<file path="src/rtl/ball_motion_ctrl.sv">
// ball_motion_ctrl
// Per-frame ball update stage. A frame_tick walks a four-state sequence:
// IDLE -> SAMPLE -> RESOLVE -> MOVE. SAMPLE holds the ball still so the
// downstream edge checker can register it, RESOLVE consumes the edge code
// and brick index (miss > edge hit > live brick > nothing), and MOVE commits
// the new position and raises done. Status flags win/game_over are sticky
// until reset and freeze the sequencer.

module ball_motion_ctrl #(
    parameter int X_INIT = 320,
    parameter int Y_INIT = 400,
    parameter int XSTEP  = 2,
    parameter int YSTEP  = 2,
    parameter int Y_MAX  = 640,
    parameter int LIVES  = 3
) (
    input  logic        clk,
    input  logic        resetn,
    input  logic        frame_tick,
    input  logic [1:0]  edge_col,
    input  logic [3:0]  brick_num,
    output logic [9:0]  ball_x,
    output logic [9:0]  ball_y,
    output logic [9:0]  cand_x,
    output logic [9:0]  cand_y,
    output logic [1:0]  dir,
    output logic [11:0] alive,
    output logic        clr_valid,
    output logic [3:0]  clr_num,
    output logic [1:0]  lives,
    output logic        done,
    output logic        win,
    output logic        game_over
);

    localparam logic [1:0] ST_IDLE    = 2'd0;
    localparam logic [1:0] ST_SAMPLE  = 2'd1;
    localparam logic [1:0] ST_RESOLVE = 2'd2;
    localparam logic [1:0] ST_MOVE    = 2'd3;

    localparam logic [9:0]  X_INIT_C = X_INIT[9:0];
    localparam logic [9:0]  Y_INIT_C = Y_INIT[9:0];
    localparam logic [6:0]  XSTEP_C  = XSTEP[6:0];
    localparam logic [6:0]  YSTEP_C  = YSTEP[6:0];
    localparam logic [10:0] Y_MAX_C  = Y_MAX[10:0];
    localparam logic [1:0]  LIVES_C  = LIVES[1:0];

    // One axis step: clamp at 0 going negative, saturate at 1023 going positive.
    function automatic logic [9:0] step_axis(
        input logic [9:0] pos,
        input logic       neg,
        input logic [6:0] step
    );
        logic [10:0] wide_pos;
        logic [10:0] wide_step;
        logic [10:0] sum;
        logic [10:0] res;
        wide_pos  = {1'b0, pos};
        wide_step = {4'b0000, step};
        sum       = wide_pos + wide_step;
        if (neg) begin
            res = (wide_pos >= wide_step) ? (wide_pos - wide_step) : 11'd0;
        end else begin
            res = (sum > 11'd1023) ? 11'd1023 : sum;
        end
        return res[9:0];
    endfunction

    logic [1:0]  state_r;
    logic [9:0]  ball_x_r;
    logic [9:0]  ball_y_r;
    logic [1:0]  dir_r;
    logic [11:0] alive_r;
    logic        clr_valid_r;
    logic [3:0]  clr_num_r;
    logic [1:0]  lives_r;
    logic        done_r;
    logic        win_r;
    logic        game_over_r;
    logic        reload_r;

    logic [9:0]  cand_x_s;
    logic [9:0]  cand_y_s;
    logic [10:0] y_plus_s;
    logic        miss_s;
    logic        brick_alive_s;
    logic [11:0] brick_mask_s;

    // Candidate position and RESOLVE decode from current ball, dir and inputs.
    always_comb begin
        cand_x_s      = step_axis(ball_x_r, dir_r[0], XSTEP_C);
        cand_y_s      = step_axis(ball_y_r, dir_r[1], YSTEP_C);
        y_plus_s      = {1'b0, ball_y_r} + {4'b0000, YSTEP_C};
        miss_s        = (edge_col == 2'b11) && !dir_r[1] && (y_plus_s >= Y_MAX_C);
        brick_mask_s  = 12'd0;
        brick_alive_s = 1'b0;
        if (brick_num < 4'd12) begin
            brick_mask_s  = 12'd1 << brick_num;
            brick_alive_s = |(alive_r & brick_mask_s);
        end else begin
            brick_mask_s  = 12'd0;
            brick_alive_s = 1'b0;
        end
    end

    // Frame sequencer: a tick only starts an update from IDLE while the game is live.
    always_ff @(posedge clk or negedge resetn) begin
        if (!resetn) begin
            state_r <= ST_IDLE;
        end else begin
            case (state_r)
                ST_IDLE: begin
                    if (frame_tick && !win_r && !game_over_r) begin
                        state_r <= ST_SAMPLE;
                    end else begin
                        state_r <= ST_IDLE;
                    end
                end
                ST_SAMPLE:  state_r <= ST_RESOLVE;
                ST_RESOLVE: state_r <= ST_MOVE;
                ST_MOVE:    state_r <= ST_IDLE;
                default:    state_r <= ST_IDLE;
            endcase
        end
    end

    // Game state: collision resolution in RESOLVE, position commit in MOVE.
    always_ff @(posedge clk or negedge resetn) begin
        if (!resetn) begin
            ball_x_r    <= X_INIT_C;
            ball_y_r    <= Y_INIT_C;
            dir_r       <= 2'b11;
            alive_r     <= 12'hFFF;
            clr_valid_r <= 1'b0;
            clr_num_r   <= 4'd0;
            lives_r     <= LIVES_C;
            done_r      <= 1'b0;
            win_r       <= 1'b0;
            game_over_r <= 1'b0;
            reload_r    <= 1'b0;
        end else begin
            clr_valid_r <= 1'b0;
            done_r      <= 1'b0;
            case (state_r)
                ST_RESOLVE: begin
                    reload_r <= 1'b0;
                    if (miss_s) begin
                        // Ball fell past the bottom: lose a life, respawn in MOVE.
                        if (lives_r != 2'd0) begin
                            lives_r <= lives_r - 2'd1;
                        end else begin
                            lives_r <= 2'd0;
                        end
                        if (lives_r <= 2'd1) begin
                            game_over_r <= 1'b1;
                        end else begin
                            game_over_r <= game_over_r;
                        end
                        reload_r <= 1'b1;
                    end else if (edge_col[1]) begin
                        if (edge_col[0]) begin
                            dir_r[1] <= ~dir_r[1];
                        end else begin
                            dir_r[0] <= ~dir_r[0];
                        end
                    end else if (brick_alive_s) begin
                        dir_r[1]    <= ~dir_r[1];
                        alive_r     <= alive_r & ~brick_mask_s;
                        clr_valid_r <= 1'b1;
                        clr_num_r   <= brick_num;
                    end else begin
                        dir_r <= dir_r;
                    end
                end
                ST_MOVE: begin
                    done_r <= 1'b1;
                    if (reload_r) begin
                        ball_x_r <= X_INIT_C;
                        ball_y_r <= Y_INIT_C;
                        dir_r    <= 2'b11;
                    end else begin
                        // dir was already updated in RESOLVE, so the candidate is the move.
                        ball_x_r <= cand_x_s;
                        ball_y_r <= cand_y_s;
                    end
                    if (alive_r == 12'd0) begin
                        win_r <= 1'b1;
                    end else begin
                        win_r <= win_r;
                    end
                end
                default: begin
                    reload_r <= reload_r;
                end
            endcase
        end
    end

    assign ball_x    = ball_x_r;
    assign ball_y    = ball_y_r;
    assign cand_x    = cand_x_s;
    assign cand_y    = cand_y_s;
    assign dir       = dir_r;
    assign alive     = alive_r;
    assign clr_valid = clr_valid_r;
    assign clr_num   = clr_num_r;
    assign lives     = lives_r;
    assign done      = done_r;
    assign win       = win_r;
    assign game_over = game_over_r;

endmodule
</file>
<file path="config.mk">
export PLATFORM = sky130hd
export DESIGN_NAME = ball_motion_ctrl
export DESIGN_NICKNAME = d
export VERILOG_FILES = /design/src/rtl/ball_motion_ctrl.sv
export SDC_FILE = /design/constraint.sdc
export NUM_CORES = 1
export LEC_CHECK = 0
export BUFFER_PORTS_ARGS = -buffer_cell sky130_fd_sc_hd__buf_2
export CAP_MARGIN = 20
export CORE_ASPECT_RATIO = 0.75
export CORE_MARGIN = 3
export CORE_UTILIZATION = 55
export DETAILED_ROUTE_END_ITERATION = 6
export PLACE_DENSITY = 0.81
export SETUP_SLACK_MARGIN = 0.15
export SYNTH_ARGS = -nofsm -noshare
export SYNTH_HDL_FRONTEND = slang
export SYNTH_SLANG_ARGS = --single-unit
</file>
<file path="constraint.sdc">
create_clock -name clk -period 3.14 [get_ports clk]
set_input_delay 0 -clock clk [delete_from_list [all_inputs] [get_ports clk]]
set_output_delay 0 -clock clk [all_outputs]
set_load 0.1 [all_outputs]
</file>
## Word-level counts from Yosys, hierarchy flattened

Index checks and enable logic that the tools add are counted.

- $add $sub $neg: 5
- Order comparisons: 7
- Equal/unequal tests: 10
- Shift-type cells: 1
- Multiplexer cells: 26
- Bitwise gates (word level): 7
- Reduce and logical (&&, ||, !) cells: 18

Operator list:

| cell | count |
|---|---|
| 10-bit two-way mux | 8 |
| 12-bit bitwise AND | 2 |
| 10-bit by 2-bit adder with 11-bit output (second input constant) | 2 |
| 11-bit by 10-bit greater-than comparator with 1-bit output (second input constant) | 2 |
| 10-bit by 2-bit greater-or-equal comparator with 1-bit output (second input constant) | 2 |
| 10-bit by 2-bit subtractor with 10-bit output (second input constant) | 2 |
| 12-bit zero test | 1 |
| 12-bit two-way mux | 1 |
| 12-bit NOT | 1 |
| 12-bit OR reduction | 1 |
| 1-bit by 4-bit << shifter with 12-bit output (first input constant) | 1 |
| 11-bit by 10-bit greater-or-equal comparator with 1-bit output (second input constant) | 1 |
| 1-bit two-way mux | 11 |
| 5-bit AND reduction | 2 |
| 2-bit two-way mux | 4 |
| 2-bit inequality test (second input constant) | 4 |
| 2-bit case mux with 4 select lines | 1 |
| 2-bit == test (second input constant) | 3 |
| 3-bit inequality test (second input constant) | 2 |
| 1-bit logical AND | 4 |
| 4-bit < comparator (second input constant) | 1 |
| 1-bit NOT | 4 |
| 2-bit case mux with 2 select lines | 1 |
| 2-bit AND reduction | 2 |
| other kinds (8) | 11 |

- Flip-flop bits (word level): 47
- Output and inout port bits: 64

## Logic depth before layout (Yosys ltp)

- Depth after elaboration: 8
- Depth in mapped cells: 9

## Least setup slack after synthesis

Ideal clock, no wire load.

- Path type: reg-to-reg
- Start: reg ball_x_r[1] (netlist: ball_x[1])
- End: reg ball_x_r[4] (netlist: ball_x[4])
- Arrival time: 4.062 ns
- Required time: 3.064 ns
- Slack: -0.998 ns
- Cell stages (with the launch flop): 8
- Path buffers: 1
- Path through: dfrtp_1 > buf_2 > nor4b_1 > o41ai_4 > nor4_1 > a21oi_1 > o2111ai_1 > a22o_1

- Word-level cells in the longest chain between the ends: 5

Ends and longest elaborated chain:

| element | line | source |
|---|---|---|
| start, declared | 70 | `logic [9:0] ball_x_r;` |
| start signal, assigned | 183 | `ball_x_r <= cand_x_s;` |
| 10-bit by 2-bit adder with 11-bit output | 60 | `sum = wide_pos + wide_step;` |
| 11-bit by 10-bit greater-than comparator with 1-bit output | 64 | `res = (sum > 11'd1023) ? 11'd1023 : sum;` |
| 10-bit two-way mux | 64 |  |
| 10-bit two-way mux (*) | 61 | `if (neg) begin` |
| via cand_x[4] | 24 | `output logic [9:0] cand_x,` |
| 10-bit two-way mux (*) | 177 | `if (reload_r) begin` |

Mark *: on every way through the listed nets, which the timed path passes. The rest lies on a longest branch.
A chain may end at the register's enable or synchronous reset.

## Worst setup path in the final report

- Start: reg ball_y_r[1] (netlist: ball_y[1])
- End: out cand_y[7]

- Word-level cells in the longest chain between the ends: 4

Ends and longest elaborated chain:

| element | line | source |
|---|---|---|
| start, declared | 71 | `logic [9:0] ball_y_r;` |
| start signal, assigned | 184 | `ball_y_r <= cand_y_s;` |
| 10-bit by 2-bit adder with 11-bit output | 60 |  |
| 11-bit by 10-bit greater-than comparator with 1-bit output | 64 |  |
| 10-bit two-way mux | 64 |  |
| 10-bit two-way mux (*) | 61 |  |
| end, declared | 25 | `output logic [9:0] cand_y,` |

Mark *: on every way between the ends. The rest lies on a longest branch, timed or not.

==> flow_metrics.env <==
export IMPL_status="finished clean"
export IMPL_ys_types=68
export IMPL_grt_antenna_before_repair=0
export IMPL_start_util=0.5991
export IMPL_fmax_ghz=0.3496
export IMPL_drc_errors=0
export IMPL_vias=3424
export IMPL_synthSimpleGateAreaFrac=0.2482
export IMPL_drv_cap=0
export IMPL_synthMuxAreaShare=0.02196
export IMPL_grt_max_degree=34
export IMPL_portBuffers=72
export IMPL_utilization=0.7293
export IMPL_slowest_stage="dfrtp_4"
export IMPL_synth_compound_area_frac=0.2423
export IMPL_cp_required_ns=3.14
export IMPL_synthAdderAreaFrac=0.03722
export IMPL_syn_cell_area_um2=3362
export IMPL_clk_latency_ns=0.31
export IMPL_syn_avg_cell_area_um2=8.405
export IMPL_synth_top_area_share=0.1935
export IMPL_grt_util_all_layers=0.2788
export IMPL_synthCells=400
export IMPL_cts_tree="done"
export IMPL_finalSetupViolations=0
export IMPL_synthesis_nets=419
export IMPL_ys_seq_area_frac=0.3576
export IMPL_ys_warn_count=0
export IMPL_h_tree_depth=2
export IMPL_synthTopCellsByCount="38 x nand2_1, 27 x o21ai_0, 26 x dfrtp_1, 26 x nor2_1"
export IMPL_synth_xor_area_frac=0.02866
export IMPL_end_kind="output port"
export IMPL_wl_um=9540
export IMPL_cp_start_kind="flip-flop"
export IMPL_path_clk_slew_ns=0.10
export IMPL_reg2reg_setup_slack_ns=0.61
export IMPL_drt_pass1_iter_count=5
export IMPL_pre_cts_ws_ns=0.4640
export IMPL_rsz0062_at_grt="yes"
export IMPL_via_per_inst=6.376
export IMPL_ant_nets=0
export IMPL_die_y_um=73.71
export IMPL_hold_violations=0
export IMPL_worstPathMaxFanout=15
export IMPL_critPathBufInv=2
export IMPL_rows=23
export IMPL_finalPower_uw=1491
export IMPL_min_period_over_period=0.9111
export IMPL_ys_ff_latch=47
export IMPL_clk_path_buf_depth=2
export IMPL_synth_top_family_by_area="simple AND/OR/NAND/NOR gates"
export IMPL_dp_cells=525
export IMPL_layout_cells_non_filler=537
export IMPL_first_global_vias=3037
export IMPL_synth_area_leaders="dfrtp_1 19%, dfstp_2 16%, nand2_1 4.2%, o21ai_0 4.0%, ha_1 3.7%"
export IMPL_finalMaxSlewViolations=0
export IMPL_worst_slack_ns=0.2793
export IMPL_path_delay_family="simple AND/OR/NAND/NOR gates"
export IMPL_max_slew_margin=0.5104
export IMPL_p_per_area_nw_per_um2=364.4
export IMPL_place_congestion=0.9455
export IMPL_synthToLayoutAreaGrowth_pct=21.73
export IMPL_place_area_um2=3887
export IMPL_dr_first_iter_drc_count=243
export IMPL_crit_type="reg2out"
export IMPL_dieWidth_um=96.28
export IMPL_worstMarginPinSlew_ns=0.7344
export IMPL_cp_cell_sequence="inv_1 > ha_1 > or3b_2 > nor3_1 > xnor2_1 > o21a_1 > a21oi_4 > buf_2"
export IMPL_die_area_um2=7097
export IMPL_yosys_cell_count_top_type="nand2_1"
export IMPL_fin_skew_ns=0.009199
export IMPL_fill_cells=441
export IMPL_power_leakage_uw=0.001824
export IMPL_boundaryPins=73
export IMPL_grt_pass1_wl_um=15350
export IMPL_wl_per_cell_um=17.77
export IMPL_hold_path_class="in2reg"
export IMPL_tritoncts_num_buffers=5
export IMPL_fp_coreArea_um2=5612
export IMPL_yosys_area_top_type="dfrtp_1"
export IMPL_globalRoute_totalOverflow=0
export IMPL_clock_sinks=47
export IMPL_ys_async_sr_fraction=1.000
export IMPL_cts_root_buf="clkbuf_8"
export IMPL_fin_nets=480
export IMPL_postLayoutCellArea_um2=4093
export IMPL_ir_worst_vdd_mv=0.3434
export IMPL_antenna_cells=0
export IMPL_synth_ff_type="dfrtp_1"
export IMPL_fin_crit_ns=2.861
export IMPL_layout_drive_gt1_share=0.3312
export IMPL_max_stage_delay_ns=0.57
export IMPL_dp_hpwl_um=6927
export IMPL_arrival_ns=2.86
export IMPL_synth_enable_flop_cells=0
==> worst register-to-register path, delay by kind of cell, from the launching register on <==
| family | cells | cell delay, ns |
|---|---|---|
| AND/OR/NAND/NOR | 2 | 0.83 |
| flip-flops | 1 | 0.57 |
| AO/OA/AOI/OAI | 3 | 0.42 |
| adder cells (fa/ha/maj) | 1 | 0.23 |
| buffers and inverters | 1 | 0.19 |
| XOR/XNOR | 1 | 0.16 |
==> metrics by stage <==
stage	hold WS [ns]	setup TNS, ns
2_1_floorplan	-0.2956	-0.2778
3_3_place_gp	0.09657	0
3_5_place_dp	0.1014	0
4_1_cts	0.07254	0
5_1_grt	0.09359	0
6_report	0.08619	0
==> layout by cell type, fill, tap and decap left out, types with 8 or more instances in the layout <==
master | synthesis | final
buf_4 | 0 | 11
dfrtp_1 | 26 | 15
inv_1 | 22 | 22
dfstp_2 | 21 | 19
ha_1 | 10 | 10
or3_1 | 8 | 8
o21a_1 | 11 | 11
nor2b_1 | 8 | 8
nand3_1 | 17 | 17
buf_2 | 7 | 65
o21ai_0 | 27 | 24
nor2_1 | 26 | 26
a31oi_1 | 12 | 11
nand2_1 | 38 | 33
nor3_1 | 14 | 13
==> routing by layer <==
layer  global-route usage  wire length, um  up-vias
met2               0.4040             4194      178
met3              0.06039              807       23
met1               0.4145             4376     1638
li1                     -                -     1585
met5                    0                0        -
met4              0.08360              161        0
==> logic make-up (layout without fill, tap and decap cells) <==
group,count (synthesis),after routing
simple gates,158,158
compound gates,114,114
buf+inv,53,115
flops,47,47
xor+xnor,11,11
fa+ha+maj,10,10
mux,7,7
==> area by class of cell <==
class                   instances  area [um^2]  area share
flip-flops and latches         47         1236      0.3020
inverters                      22        82.58     0.02018
multi-input cells             300         2067      0.5050
repair buffers                 85        483.0      0.1180
clock inverters                 2        36.28    0.008866
well taps                      75        93.84     0.02293
clock buffers                   6        93.84     0.02293
==> timing repair <==
item	in CTS	in global routing
hold endpoints to repair	21	0
pin swaps	0	1
buffers inserted	0	1
setup endpoints to repair	1	9
hold buffers	3	0
resized for setup	1	10
==> where the power goes <==
group          internal (uW)  total, uW  switching [uW]  leakage (uW)
logic                   77.9        345             267       0.00120
registers                615        640            25.4      0.000552
clock network            286        506             220     0.0000669
==> flip-flops by register name (all words and copies together) (netlist names), 2 cells and up <==
signal   cells
dir          2
state_r      2
alive       12
clr_num      4
ball_y      10
lives        2
ball_x      10
==> worst paths after layout <==
kind / from / endpoint / cells after the start
min in group asynchronous: resetn / win / 2
worst max register to register: ball_y[1] / ball_y[9] / 8
worst min register to register: alive[7] / alive[7] / 1
max in group asynchronous: resetn / ball_y[8] / 3
worst max-delay path: ball_y[1] / cand_y[7] / 8
worst min-delay path: brick_num[3] / alive[9] / 3
Note: power is estimated with default switching activity, not from simulation.
